===== config.mk =====
export PLATFORM = sky130hd
export DESIGN_NAME = parity_tester_arbiter
export DESIGN_NICKNAME = d
export VERILOG_FILES = /design/src/rtl/parity_tester_arbiter.sv
export SDC_FILE = /design/constraint.sdc
export NUM_CORES = 1
export LEC_CHECK = 0
export ABC_AREA = 1
export BUFFER_PORTS_ARGS = -buffer_cell sky130_fd_sc_hd__buf_4
export CORE_MARGIN = 2
export CORE_UTILIZATION = 30
export CTS_CLUSTER_SIZE = 8
export DETAILED_ROUTE_END_ITERATION = 12
export HOLD_SLACK_MARGIN = 0.02
export PLACE_DENSITY = 0.61
export SLEW_MARGIN = 40
export SYNTH_ARGS = -nofsm -noshare
export SYNTH_HDL_FRONTEND = slang
export SYNTH_SLANG_ARGS = --single-unit

===== constraint.sdc =====
create_clock -name inclock -period 6.7 [get_ports inclock]
set_clock_uncertainty 0.15 [all_clocks]
set_input_delay 0.335 -clock inclock [delete_from_list [all_inputs] [get_ports inclock]]
set_output_delay 0.335 -clock inclock [all_outputs]
set_load 0.05 [all_outputs]

===== src/rtl/parity_tester_arbiter.sv =====
// Round-robin packet arbiter sharing one parity_tester among N_REQ AXI-Stream requesters.
// Responses are routed back in order using a FIFO of granted requester IDs.
module parity_tester_arbiter #(
    parameter int unsigned DATA_W = 8,
    parameter int unsigned N_REQ  = 4,
    parameter int unsigned DEPTH  = 4
) (
    input  logic                      inclock,
    input  logic                      inreset,
    input  logic [N_REQ-1:0]          req_s_tvalid,
    input  logic [N_REQ*DATA_W-1:0]   req_s_tdata,
    input  logic [N_REQ-1:0]          req_s_tlast,
    output logic [N_REQ-1:0]          req_s_tready,
    output logic                      tst_m_tvalid,
    output logic [DATA_W-1:0]         tst_m_tdata,
    output logic                      tst_m_tlast,
    input  logic                      tst_m_tready,
    input  logic                      tst_s_tvalid,
    input  logic [DATA_W-1:0]         tst_s_tdata,
    input  logic                      tst_s_tlast,
    output logic                      tst_s_tready,
    output logic [N_REQ-1:0]          rsp_m_tvalid,
    output logic [N_REQ*DATA_W-1:0]   rsp_m_tdata,
    output logic [N_REQ-1:0]          rsp_m_tlast,
    input  logic [N_REQ-1:0]          rsp_m_tready,
    output logic                      busy,
    output logic [$clog2(DEPTH):0]    outstanding
);

    localparam int unsigned GW = (N_REQ > 1) ? $clog2(N_REQ) : 1;
    localparam int unsigned AW = (DEPTH > 1) ? $clog2(DEPTH) : 1;
    localparam int unsigned CW = $clog2(DEPTH) + 1;

    typedef enum logic {IDLE, BUSY} state_t;

    state_t          state, state_nxt;
    logic [GW-1:0]   grant, grant_nxt;
    logic [GW-1:0]   rr_ptr, rr_ptr_nxt;
    logic [GW-1:0]   winner;
    logic            found;
    logic            push, pop;
    logic [GW-1:0]   id_mem [DEPTH];
    logic [AW-1:0]   wr_ptr, rd_ptr;
    logic [CW-1:0]   count;
    logic [GW-1:0]   head;
    logic            fifo_empty, fifo_full;

    assign fifo_empty  = (count == '0);
    assign fifo_full   = (count >= CW'(DEPTH));
    assign head        = id_mem[rd_ptr];
    assign busy        = (state == BUSY);
    assign outstanding = count;

    // Round-robin search starting just after the last completed grant
    always_comb begin
        found  = 1'b0;
        winner = '0;
        for (int unsigned k = 1; k <= N_REQ; k++) begin
            if (!found && req_s_tvalid[GW'((32'(rr_ptr) + k) % N_REQ)]) begin
                found  = 1'b1;
                winner = GW'((32'(rr_ptr) + k) % N_REQ);
            end
        end
    end

    always_comb begin
        state_nxt    = state;
        grant_nxt    = grant;
        rr_ptr_nxt   = rr_ptr;
        push         = 1'b0;
        tst_m_tvalid = 1'b0;
        tst_m_tdata  = '0;
        tst_m_tlast  = 1'b0;
        req_s_tready = '0;
        unique case (state)
            IDLE: begin
                if (found && !fifo_full) begin
                    grant_nxt = winner;
                    push      = 1'b1;
                    state_nxt = BUSY;
                end
            end
            BUSY: begin
                tst_m_tvalid        = req_s_tvalid[grant];
                tst_m_tdata         = req_s_tdata[32'(grant) * DATA_W +: DATA_W];
                tst_m_tlast         = req_s_tlast[grant];
                req_s_tready[grant] = tst_m_tready;
                if (tst_m_tvalid && tst_m_tready && tst_m_tlast) begin
                    rr_ptr_nxt = grant;
                    state_nxt  = IDLE;
                end
            end
            default: state_nxt = IDLE;
        endcase
    end

    // Response steering follows the oldest outstanding grant
    always_comb begin
        rsp_m_tvalid = '0;
        rsp_m_tlast  = '0;
        tst_s_tready = 1'b0;
        rsp_m_tdata  = {N_REQ{tst_s_tdata}};
        if (!fifo_empty) begin
            rsp_m_tvalid[head] = tst_s_tvalid;
            rsp_m_tlast[head]  = tst_s_tlast;
            tst_s_tready       = rsp_m_tready[head];
        end
        pop = tst_s_tvalid && tst_s_tready && tst_s_tlast;
    end

    always_ff @(posedge inclock) begin
        if (inreset) begin
            state  <= IDLE;
            grant  <= '0;
            rr_ptr <= GW'(N_REQ - 1);
            wr_ptr <= '0;
            rd_ptr <= '0;
            count  <= '0;
        end else begin
            state  <= state_nxt;
            grant  <= grant_nxt;
            rr_ptr <= rr_ptr_nxt;
            if (push) wr_ptr <= (wr_ptr == AW'(DEPTH - 1)) ? '0 : wr_ptr + AW'(1);
            if (pop)  rd_ptr <= (rd_ptr == AW'(DEPTH - 1)) ? '0 : rd_ptr + AW'(1);
            unique case ({push, pop})
                2'b10:   count <= count + CW'(1);
                2'b01:   count <= count - CW'(1);
                default: count <= count;
            endcase
        end
    end

    always_ff @(posedge inclock) begin
        if (push) id_mem[wr_ptr] <= grant_nxt;
    end

endmodule

Word-level counts from Yosys, hierarchy flattened --
Memory sizes are Yosys's and may differ from the RTL's. A register that Yosys moved wholly into a read port is not among the register bits. Index checks and enable logic that the tools add are counted.
Word-level totals: bits in registers 12, bits in writable memories 8, bits of input ports 57, output and inout port bits 59, logic and storage cells 96, memories kept 1
Memories:
- id_mem | depth 4, width 2, read ports 1, clocked after Yosys merged registers in 1, write ports 1, RTL line 42 | logic [GW-1:0] id_mem [DEPTH];
Operators by class: add/sub/neg operators 8, order comparisons 9, equal/unequal tests 4, shifts and indexed selects 1, muxes and demuxes 46, bitwise gates (word level) 4, reduce and logical (&&, ||, !) cells 17
Operators with widths (number):
- 32-bit by 6-bit indexed part select with 8-bit output | 1
- 1-bit two-way mux | 21
- 2-bit two-way mux | 10
- 2-bit by 3-bit < comparator with 1-bit output, second input constant | 6
- 1-bit binary-select mux with 2-bit select | 7
- 4-bit AND | 3
- 4-bit two-way mux | 3
- 1-bit logical AND | 10
- 2-bit by 1-bit adder with 2-bit output, second input constant | 4
- 8-bit two-way mux | 1
- 2-bit equality test, second input constant | 3
- 3-bit case mux with 2 select lines | 1
- 2-bit adder, second input constant | 2
- 1-bit demux with 2-bit select | 2
- 2-bit by 1-bit >= comparator with 1-bit output, second input constant | 2
- 1-bit logical NOT | 4
- 3-bit by 1-bit adder with 3-bit output, second input constant | 1
- 3-bit >= comparator, second input constant | 1
- 3-bit logical NOT | 1
- 3-bit by 1-bit subtractor with 3-bit output, second input constant | 1
- 2-bit by 1-bit equality test with 1-bit output, second input constant | 1
- 1-bit case mux with 2 select lines | 1
- 2-bit AND reduction | 1
- 2-bit nonzero test | 1
- 1-bit inverter | 1

Longest topological paths before layout --
Gate-level depths: netlist (run 1).
word-level depth 18, gate-level depth with buffers 15, mapped depth without buffers 15

Worst setup path before layout (run 1) --
Ideal clock, no wire load.
kind flip-flop to output port, start point register state, in the netlist busy, end point output port req_s_tready[3], arrival time 1929 ps, required time 6215 ps, setup slack 4286 ps, stages on the path, launching flop included 3, path buffers 0, cell sequence dfxtp_1 -> nand2_1 -> nor3_1
On the way: cells in the longest elaborated chain, start to end 1
Ends and longest elaborated chain:
- start: declaration | RTL line 36 | state_t state, state_nxt;
- start signal: assignment | RTL line 120 | state <= state_nxt;
- 4-bit two-way mux | RTL line 75 | unique case (state)
- end: declaration | RTL line 13 | output logic [N_REQ-1:0] req_s_tready,
No other way between the ends.

Final worst setup path (run 1) --
start point register rr_ptr[0], end point register count[2], in the netlist outstanding[2]
On the way: cells in the longest elaborated chain, start to end 18, elaborated cells between the ends (all ways) 29
Ends and longest elaborated chain:
- start: declaration | RTL line 38 | logic [GW-1:0] rr_ptr, rr_ptr_nxt;
- start signal: assignment | RTL line 115 | rr_ptr <= GW'(N_REQ - 1);
- start signal: assignment | RTL line 122 | rr_ptr <= rr_ptr_nxt;
- 2-bit by 1-bit adder with 2-bit output | RTL line 59 | if (!found && req_s_tvalid[GW'((32'(rr_ptr) + k) % N_REQ)]) begin
- 1-bit binary-select mux with 2-bit select | RTL line 59
- 1-bit two-way mux (not written as such) | RTL line 59
- 1-bit two-way mux | RTL line 59
- 1-bit logical NOT | RTL line 59
- 1-bit logical AND | RTL line 59
- 1-bit two-way mux | RTL line 59
- 1-bit logical NOT | RTL line 59
- [... 2 more ...]
- 1-bit logical NOT | RTL line 59
- 1-bit logical AND | RTL line 59
- 1-bit two-way mux (*) | RTL line 59
- 1-bit logical AND (*) | RTL line 77 | if (found && !fifo_full) begin
- 1-bit two-way mux (*) | RTL line 77
- 1-bit two-way mux (*) | RTL line 75
- 2-bit by 1-bit equality test with 1-bit output / 2-bit equality test (equally long branches) | RTL line 125 | unique case ({push, pop})
- 3-bit case mux with 2 select lines / 2-bit nonzero test (equally long branches)
- end signal: assignment | RTL line 126 | 2'b10: count <= count + CW'(1);
- end signal: assignment | RTL line 127 | 2'b01: count <= count - CW'(1);
- end signal: assignment | RTL line 128 | default: count <= count;
- end: declaration | RTL line 44 | logic [CW-1:0] count;
Mark *: on every way between the ends. The rest lies on a longest branch, timed or not. The select of a mux whose other input is x is not followed. A chain may end at the register's enable or synchronous reset.

==> results by group, run 1 <==
Global routing
  • Grt ovf: 0
  • Antenna violations before repair: 0
  • GRT Total Usage: 0.125
  • Vias in the first global route: 1,903
  • First-pass GRT wire length: 7.66 mm
  • Largest net degree at the start of global routing: 23

Clock network
  • Hold_buf cts: 0
  • Post-CTS resize count: 0
  • H-Tree Depth: 1
  • Reg clk slew, reported paths: 0.08 ns
  • CTS Buf Count: 3
  • # clock sinks: 22
  • Clock root buffer master: clkbuf_8
  • Clock Tree Buf Depth: 2
  • CTS tree: done
  • Worst-Skew Late Latency: 0.26 ns
  • Number of setup buffers added after CTS: 0

STA
  • Final setup fails: 0
  • Unrepaired setup endpoints after global routing: no
  • Slew Limit Fails: 0
  • Post-layout minimum cycle time: 2.56 ns
  • Fmax: 0.391 GHz
  • Period Utilization, post-route: 0.382
  • Worst-margin pin slew: 0.813 ns
  • Setup tns final: 0 ns
  • Hold Violations, Final: 0
  • Max_slew headroom: 0.457

Placed design
  • GP Congestion: 0.809
  • Port-buffer cells: 75
  • DP Area: 2400 um2
  • DP Wirelength: 3.73 mm

Detailed routing
  • Post-route ant nets: 0
  • Final WL: 4.54 mm
  • DRC: 0
  • First-pass DRT Iterations: 4
  • DR vias: 1,880
  • Drt via density: 4.64
  • 1st-iter DRT viols: 55
  • DR WL/cell: 11.2 um

Worst hold path
  • Hold Crit Class: in -> reg
  • Min-delay src: inreset
  • Worst hold path depth: 2
  • Worst Hold End: grant[1]

Floorplanning
  • Die area: 7380 um2
  • IO Count: 116
  • Chip width: 85.9 um
  • Rows: 29
  • Die Ht: 85.9 um
  • Core area: 6420 um2
  • Initial Util: 0.313

Logic synthesis
  • Most instantiated cells after synthesis: 50 x nand2_1, 34 x inv_1, 32 x buf_4, 29 x nand3_1, 28 x nor2_1
  • Synth Area in Compound Gates: 0.131
  • Largest area contributor in the netlist: dfxtp_1
  • Synth Register Bits: 22
  • Xor/xnor cell area share of the yosys netlist: 0.00870
  • Number of flops mapped to enable cells by yosys: 8
  • Syn Inst Count: 287
  • Post-Synth Simple-Gate Area: 0.341
  • Post-synthesis area per instance: 7.01 um2
  • Mux share of post-synthesis cell area: 0
  • Area of the mapped netlist: 2010 um2
  • Most common cell in the netlist: nand2_1
  • Synth Net Count: 351
  • Post-synth ARST share: 0
  • Synth unique cells: 37
  • Synth top area share: 0.139
  • Synth Area in Adders: 0.0472
  • Syn. warnings: 0
  • Main combinational cell family by area after synthesis: simple AND/OR/NAND/NOR gates
  • Sequential-to-total area share from yosys stat: 0.259
  • Synth top area cells: dfxtp_1 14%, buf_4 12%, edfxtp_1 12%
  • Main flop type after synthesis: dfxtp_1

Worst setup path
  • Reg2reg path depth: 13
  • Worst path top cell family by delay: adder cells
  • Bufs and invs on worst path: 1
  • Worst Setup End Kind: flop
  • Critical R2R Launch: rr_ptr[0]
  • Reg2reg setup slack: 4.14 ns
  • Crit-path cells: nand2_1 -> nand2_2 -> inv_1 -> nand2_1 -> o21ai_2 -> nand3_2 -> nand3_4 -> ha_1 -> fa_1 -> a21oi_1 -> o21a_1 -> o21ai_0 -> a21oi_1
  • CP max stage delay: 0.53 ns
  • Worst path slowest cell: dfxtp_1
  • Startpoint types: flop
  • Critical path fanouts, max: 10
  • Arrival @ worst endpoint: 2.61 ns
  • FF-to-FF End: outstanding[2]
  • WP data required: 6.75 ns
  • CP Class: reg -> reg

Final layout
  • Design area: 2450 um2
  • Antenna Cells: 0
  • Nets@finish: 393
  • Share of cells above drive strength 1: 0.345
  • Final core occ: 0.382
  • Area Growth Syn to Fin: 21.9%

Run
  • Max cap viols: 0

Power and ir drop
  • Leakage power: 1.22 nW
  • IR drop worst, VDD: 0.000150 V
  • PwrDens: 337 nW/um2

Run status
  • Outcome: finished clean
[layout make-up]
cell class / instances / area (um2)
inverter: 40 / 155
timing repair buffer: 75 / 563
clock buffer: 4 / 55.1
tap: 77 / 96.3
fill: 667 / 3970
multi-input combinational: 187 / 1060
sequential: 22 / 520
[sequential cells by signal (all words and copies together), names as in the netlist, named ones only]
name and cells:
wr_ptr 2, id_mem 8, outstanding 3, rr_ptr 2, busy 1, rd_ptr 2, grant 2
[worst max-delay path by stage]
stage / startpoint / endpoint / slack, ns / cells after the start
2_1_floorplan: busy / req_s_tready[3] / 4.29 / 2
3_3_place_gp: rr_ptr[0] / outstanding[2] / 4.20 / 13
3_5_place_dp: rr_ptr[0] / outstanding[2] / 4.16 / 13
4_1_cts: rr_ptr[0] / outstanding[2] / 4.14 / 13
5_1_grt: rr_ptr[0] / outstanding[2] / 3.85 / 13
6_report: rr_ptr[0] / outstanding[2] / 4.14 / 13
[cell usage in the layout (no fill, tap or decap), types with 2 or more instances in the layout]
master     n
ha_1       6
nand3_1   29
edfxtp_1   8
a31oi_1    9
xor2_1     2
nand2_1   50
dfxtp_1   14
nor2_2     3
a21oi_1    8
nand2_4    5
nand4_1    2
clkbuf_8   4
inv_2      5
nand2_2   11
o21ai_0    6
nand3_2    2
o211ai_1   2
a22oi_1    8
nor2_1    28
buf_4     75
nor3_1     2
inv_1     34
o21ai_1    3
[per-stage QoR]
| stage | hold slack, ns | cells | power [mW] | setup slack [ns] |
|---|---|---|---|---|
| global placement | 0.336 | 401 | 0.734 | 4.20 |
| CTS | 0.108 | 405 | 0.835 | 4.14 |
| detailed placement | 0.344 | 401 | 0.736 | 4.16 |
| finish | 0.110 | 405 | 0.827 | 4.14 |
| floorplan | 0.247 | 287 | 0.651 | 4.29 |
| global route | 0.113 | 405 | 0.895 | 3.85 |
[where the power goes]
part           leakage (nW)  switching (mW)  internal [mW]
logic                  1.00           0.350          0.166
registers             0.190          0.0382          0.176
clock network        0.0288          0.0432         0.0524
[logic make-up after synthesis]
group / Yosys count
buffers and inverters: 78
AND/OR/NAND/NOR: 137
adder cells (fa/ha/maj): 7
flip-flops: 22
XOR/XNOR: 2
AO/OA/AOI/OAI: 41
[routing by layer]
metal | up-vias | routed length, um | GRT usage
met4 | 0 | 68 | 0.0505
met5 | - | 0 | 0
met2 | 63 | 2180 | 0.226
li1 | 991 | - | -
met1 | 821 | 1940 | 0.139
met3 | 5 | 352 | 0.0289
(Power assumes the default switching activity.)
==> run 2, diff against run 1 <==
clock period = 2.6 ns   (was 6.7 ns; I/O delays follow)
==> run 2 against run 1 <==
Effect of this change: sequential share of layout area fell by 0.48 points; combinational power grew to 2.7 times the previous value; final area up 3.3%; flip-flop and latch count is the same; global-route usage is 0.18 points lower; die area unchanged; power rose to 2.7 times the previous value; wire length grew 0.86%; setup slack got worse by 3.9 ns; non-clock buffer count is 6 higher; core utilization rose by 1.3 points; critical endpoint unchanged; largest power group unchanged; highest routed layer unchanged.
==> results by group, run 2 (synthesized netlist as in run 1, its figures left out) <==
Detailed routing
  • DRC: 0
  • DR WL/cell: 11.2 um
  • Final WL: 4.58 mm
  • Drt via density: 4.62
  • DR vias: 1,898
  • 1st-iter DRT viols: 73
  • Post-route ant nets: 0
  • First-pass DRT Iterations: 4

STA
  • Period Utilization, post-route: 0.899
  • Fmax: 0.428 GHz
  • Unrepaired setup endpoints after global routing: no
  • Max_slew headroom: 0.630
  • Final hold slack: 0.110 ns
  • Slew Limit Fails: 0
  • Setup tns final: 0 ns
  • Final setup fails: 0
  • Worst-margin pin slew: 0.555 ns
  • Post-layout minimum cycle time: 2.34 ns
  • Hold Violations, Final: 0

Worst setup path
  • Bufs and invs on worst path: 2
  • CP dominant cell by count: nand2_1
  • CP max stage delay: 0.45 ns
  • Startpoint types: flop
  • CP Class: reg -> reg
  • Critical path fanouts, max: 8
  • Crit-path cells: inv_6 -> nand2_1 -> nand2_1 -> nand2_1 -> o21ai_0 -> nand3_2 -> nand3_4 -> ha_2 -> fa_1 -> a21oi_1 -> o21a_1 -> buf_4 -> a21oi_1
  • Worst Setup End Kind: flop
  • Arrival @ worst endpoint: 2.34 ns
  • WP data required: 2.60 ns
  • Worst path top cell family by delay: adder cells
  • Worst path slowest cell: dfxtp_2
  • Reg2reg setup slack: 0.26 ns

Final layout
  • Area Growth Syn to Fin: 25.9%
  • Layout Cells excl Fill: 411
  • Antenna Cells: 0
  • FF/Latch Area: 526 um2
  • Commonest non-fill, non-tap cell in the layout: buf_4
  • Top reg by flops: id_mem
  • Max reg flops: 8
  • # fillers: 642
  • Share of cells above drive strength 1: 0.368
  • Nets@finish: 399
  • Design area: 2530 um2
  • Commonest cells after routing, fill and taps aside: 80 x buf_4, 50 x nand2_1, 34 x inv_1
  • Multi-input logic area: 1080 um2

Worst hold path
  • Hold Crit Class: in -> out

Clock network
  • Clock root buffer master: clkbuf_8
  • CTS Buf Count: 3
  • Worst-Skew Late Latency: 0.26 ns
  • # clock sinks: 22
  • Reg clk slew, reported paths: 0.08 ns
  • H-Tree Depth: 1
  • Clock Tree Buf Depth: 2
  • CTS tree: done

Global routing
  • First-pass GRT wire length: 7.71 mm
  • Grt ovf: 0
  • GRT Total Usage: 0.123
  • Antenna violations before repair: 0
  • Largest net degree at the start of global routing: 19
  • Vias in the first global route: 1,863

Floorplanning
  • Core area: 6420 um2
  • IO Count: 116
  • Initial Util: 0.313
  • Chip width: 85.9 um
  • Rows: 29
  • Die Ht: 85.9 um
  • Die area: 7380 um2

Power and ir drop
  • IR drop worst, VDD: 0.000380 V
  • Leakage power: 1.26 nW
  • Total power draw: 2.26 mW
  • PwrDens: 891 nW/um2

Placed design
  • Post-placement cell count: 404
  • Port-buffer cells: 75
  • DP Area: 2420 um2
  • DP Wirelength: 3.76 mm
  • GP Congestion: 0.785

Run status
  • Outcome: finished clean

Run
  • Max cap viols: 0
run 2: area by class of cell:
cell class | count | area share
tap | 77 | 0.0380
sequential | 22 | 0.207
inverter | 40 | 0.0612
multi-input combinational | 187 | 0.424
clock buffer | 3 | 0.0163
timing repair buffer | 81 | 0.241
clock inverter | 1 | 0.0118
run 2: metal layers:
layer / vias to the layer above / wire, um / global-route usage
li1: 997 / - / -
met1: 822 / 1970 / 0.142
met2: 75 / 2190 / 0.228
met3: 4 / 401 / 0.0279
met4: 0 / 27 / 0.0289
met5: - / 0 / 0
run 2: worst register-to-register path, cell delays in order, from the launching register on:
cell and delay (ns):
dfxtp_2 0.45, inv_6 0.07, nand2_1 0.08, nand2_1 0.07, nand2_1 0.06, o21ai_0 0.12, nand3_2 0.14, nand3_4 0.07
ha_2 0.21, fa_1 0.38, a21oi_1 0.14, o21a_1 0.15, buf_4 0.10, a21oi_1 0.05
run 2: timing repair:
action / CTS / global route
setup endpoints to repair: 0 / 2
hold buffers: 1 / 0
buffers inserted: 0 / 2
gates resized for setup: 0 / 6
hold endpoints to repair: 3 / 0
run 2: path summary, 6_finish.rpt:
path                     end            from  cells past startpoint
min reg2reg   outstanding[1]  outstanding[1]                      2
max           outstanding[2]       rr_ptr[0]                     13
min          rsp_m_tdata[13]  tst_s_tdata[5]                      0
max reg2reg   outstanding[2]       rr_ptr[0]                     13
run 2: power by group:
part / internal (mW) / switching, mW
combinational: 0.465 / 0.936
sequential: 0.457 / 0.0851
clock: 0.206 / 0.110
total: 1.13 / 1.13
run 2: metrics by stage:
| stage | util | worst slack [ns] |
|---|---|---|
| final | 0.395 | 0.263 |
| after global routing | 0.395 | 0.00311 |
| after CTS | 0.390 | 0.0958 |
| after detailed placement | 0.377 | 0.122 |
| after global placement | 0.377 | 0.138 |
| after floorplan | - | 0.294 |
==> run 3, diff against run 2 <==
BUFFER_PORTS_ARGS = not set   (was -buffer_cell sky130_fd_sc_hd__buf_4)
CORE_MARGIN = 4   (was 2)
DONT_BUFFER_PORTS = 1   (was not set)
HOLD_SLACK_MARGIN = 0.05   (was 0.02)
PLACE_DENSITY = 0.47   (was 0.61)
==> run 3 against run 2 <==
Effect of this change: maximum frequency is 3.1% lower; sequential power decreased by 2%; clock power shrank 34%; wire length shrank 2.5%; via count decreased by 10%; first-iteration DRC count fell by 34%; count of clock-buffer cells in the layout stayed put; non-clock buffer count down 49; power decreased by 8.7%; worst hold slack worse by 0.071 ns; die area rose by 9.5%; critical endpoint unchanged.
==> results by group, run 3 (synthesized netlist as in run 1, its figures left out) <==
Floorplanning
  • Initial Util: 0.313
  • Core area: 6420 um2
  • Chip width: 89.9 um
  • Rows: 29
  • Die Ht: 89.9 um
  • IO Count: 116
  • Die area: 8090 um2

Worst setup path
  • Critical path fanouts, max: 7
  • CP Class: reg -> reg
  • Worst path slowest cell: fa_1
  • Startpoint types: flop
  • CP dominant cell by count: nand2_1
  • Worst Setup End Kind: flop
  • Reg2reg path depth: 15
  • WP data required: 2.64 ns
  • Arrival @ worst endpoint: 2.45 ns
  • Bufs and invs on worst path: 1
  • Worst path top cell family by delay: simple AND/OR/NAND/NOR gates
  • Crit-path cells: inv_2 -> nand2_1 -> nand3_1 -> nand2_2 -> nand2_1 -> o21ai_0 -> nand2_1 -> nand3_1 -> nor2_2 -> ha_1 -> fa_1 -> a21oi_1 -> o21a_1 -> o21ai_0 -> a21oi_1
  • CP max stage delay: 0.38 ns
  • FF-to-FF End: outstanding[2]
  • Reg2reg setup slack: 0.19 ns

Worst hold path
  • Hold Crit Class: in -> reg
  • Worst hold path depth: 4
  • Min-delay src: tst_s_tvalid

Global routing
  • Largest net degree at the start of global routing: 14
  • First-pass GRT wire length: 7.69 mm
  • Antenna violations before repair: 0
  • GRT Total Usage: 0.109
  • Grt ovf: 0
  • Vias in the first global route: 1,715

Power and ir drop
  • PwrDens: 966 nW/um2
  • IR drop worst, VDD: 0.000310 V
  • Leakage power: 1.01 nW

Detailed routing
  • Drt via density: 4.71
  • 1st-iter DRT viols: 48
  • DR vias: 1,705
  • First-pass DRT Iterations: 4
  • Final WL: 4.47 mm
  • DRC: 0
  • DR WL/cell: 12.3 um
  • Post-route ant nets: 0

Placed design
  • Port-buffer cells: 0
  • GP Congestion: 0.800
  • Post-placement cell count: 356
  • DP Wirelength: 3.68 mm

Clock network
  • CTS Buf Count: 3
  • H-Tree Depth: 1
  • Worst-Skew Late Latency: 0.25 ns
  • Clock Tree Buf Depth: 2
  • Clock root buffer master: clkbuf_8
  • Reg clk slew, reported paths: 0.08 ns
  • CTS tree: done
  • # clock sinks: 22

Run
  • Max cap viols: 0

Final layout
  • Nets@finish: 350
  • Commonest non-fill, non-tap cell in the layout: nand2_1
  • Top reg by flops: id_mem
  • Area Growth Syn to Fin: 5.97%
  • Max reg flops: 8
  • Layout Cells excl Fill: 362
  • Antenna Cells: 0
  • Commonest cells after routing, fill and taps aside: 50 x nand2_1, 34 x inv_1, 30 x buf_4
  • Share of cells above drive strength 1: 0.246

STA
  • Final setup fails: 0
  • Post-layout minimum cycle time: 2.41 ns
  • Unrepaired setup endpoints after global routing: no
  • Hold Violations, Final: 0
  • Worst-margin pin slew: 0.528 ns
  • Slew Limit Fails: 0
  • Setup tns final: 0 ns
  • Period Utilization, post-route: 0.927
  • Fmax: 0.415 GHz
  • Max_slew headroom: 0.648

Run status
  • Outcome: finished clean
-- run 3: repair_timing --
| item | in CTS | in global routing |
|---|---|---|
| resized for setup | 0 | 3 |
| setup endpoints to repair | 0 | 2 |
| hold endpoints to repair | 13 | 0 |
| buffers inserted | 0 | 0 |
| hold buffers | 2 | 0 |
-- run 3: power breakdown --
part	internal, mW	switching [mW]	total (mW)	leakage (nW)
logic	0.392	0.928	1.32	0.799
registers	0.456	0.0762	0.532	0.190
clock network	0.105	0.104	0.209	0.0231
-- run 3: routing by layer --
layer  routed length (um)  vias up  GRT usage
met5                    0        -          0
met4                   24        0     0.0217
met3                  409        2     0.0334
met2                 2120       65      0.184
met1                 1910      736      0.137
li1                     -      902          -
-- run 3: worst min-delay path: cells and delay by family --
kind | cells | cell delay, ns
AND/OR/NAND/NOR | 4 | 0.28
-- run 3: metrics by stage --
stage                     instance area [um2]  hold WS [ns]  setup slack (ns)  power [mW]   util
after floorplan                          2010        0.0424             0.294        1.68      -
after global placement                   2060        0.0496             0.129        1.86  0.321
after detailed placement                 2060        0.0485             0.118        1.86  0.321
after CTS                                2130        0.0518            0.0946        2.08  0.331
after global routing                     2130        0.0778            0.0297        2.24  0.332
final                                    2130        0.0387             0.189        2.06  0.332
-- run 3: area by class of cell --
class	instances	area, um2
Clock buffer	3	41.3
Clock inverter	1	3.75
Fill cell	704	4290
Inverter	40	155
Multi-Input combinational cell	187	1070
Sequential cell	22	523
Tap cell	77	96.3
Timing Repair Buffer	32	245
-- run 3: worst max-delay path by stage --
stage                           endpoint  cells after the start      start
final                     outstanding[2]                     15       flop
after global routing      outstanding[2]                     15       flop
after CTS                 outstanding[2]                     13  rr_ptr[0]
after detailed placement  outstanding[2]                     13  rr_ptr[0]
after global placement    outstanding[2]                     13  rr_ptr[0]
after floorplan           outstanding[2]                     14  rr_ptr[0]
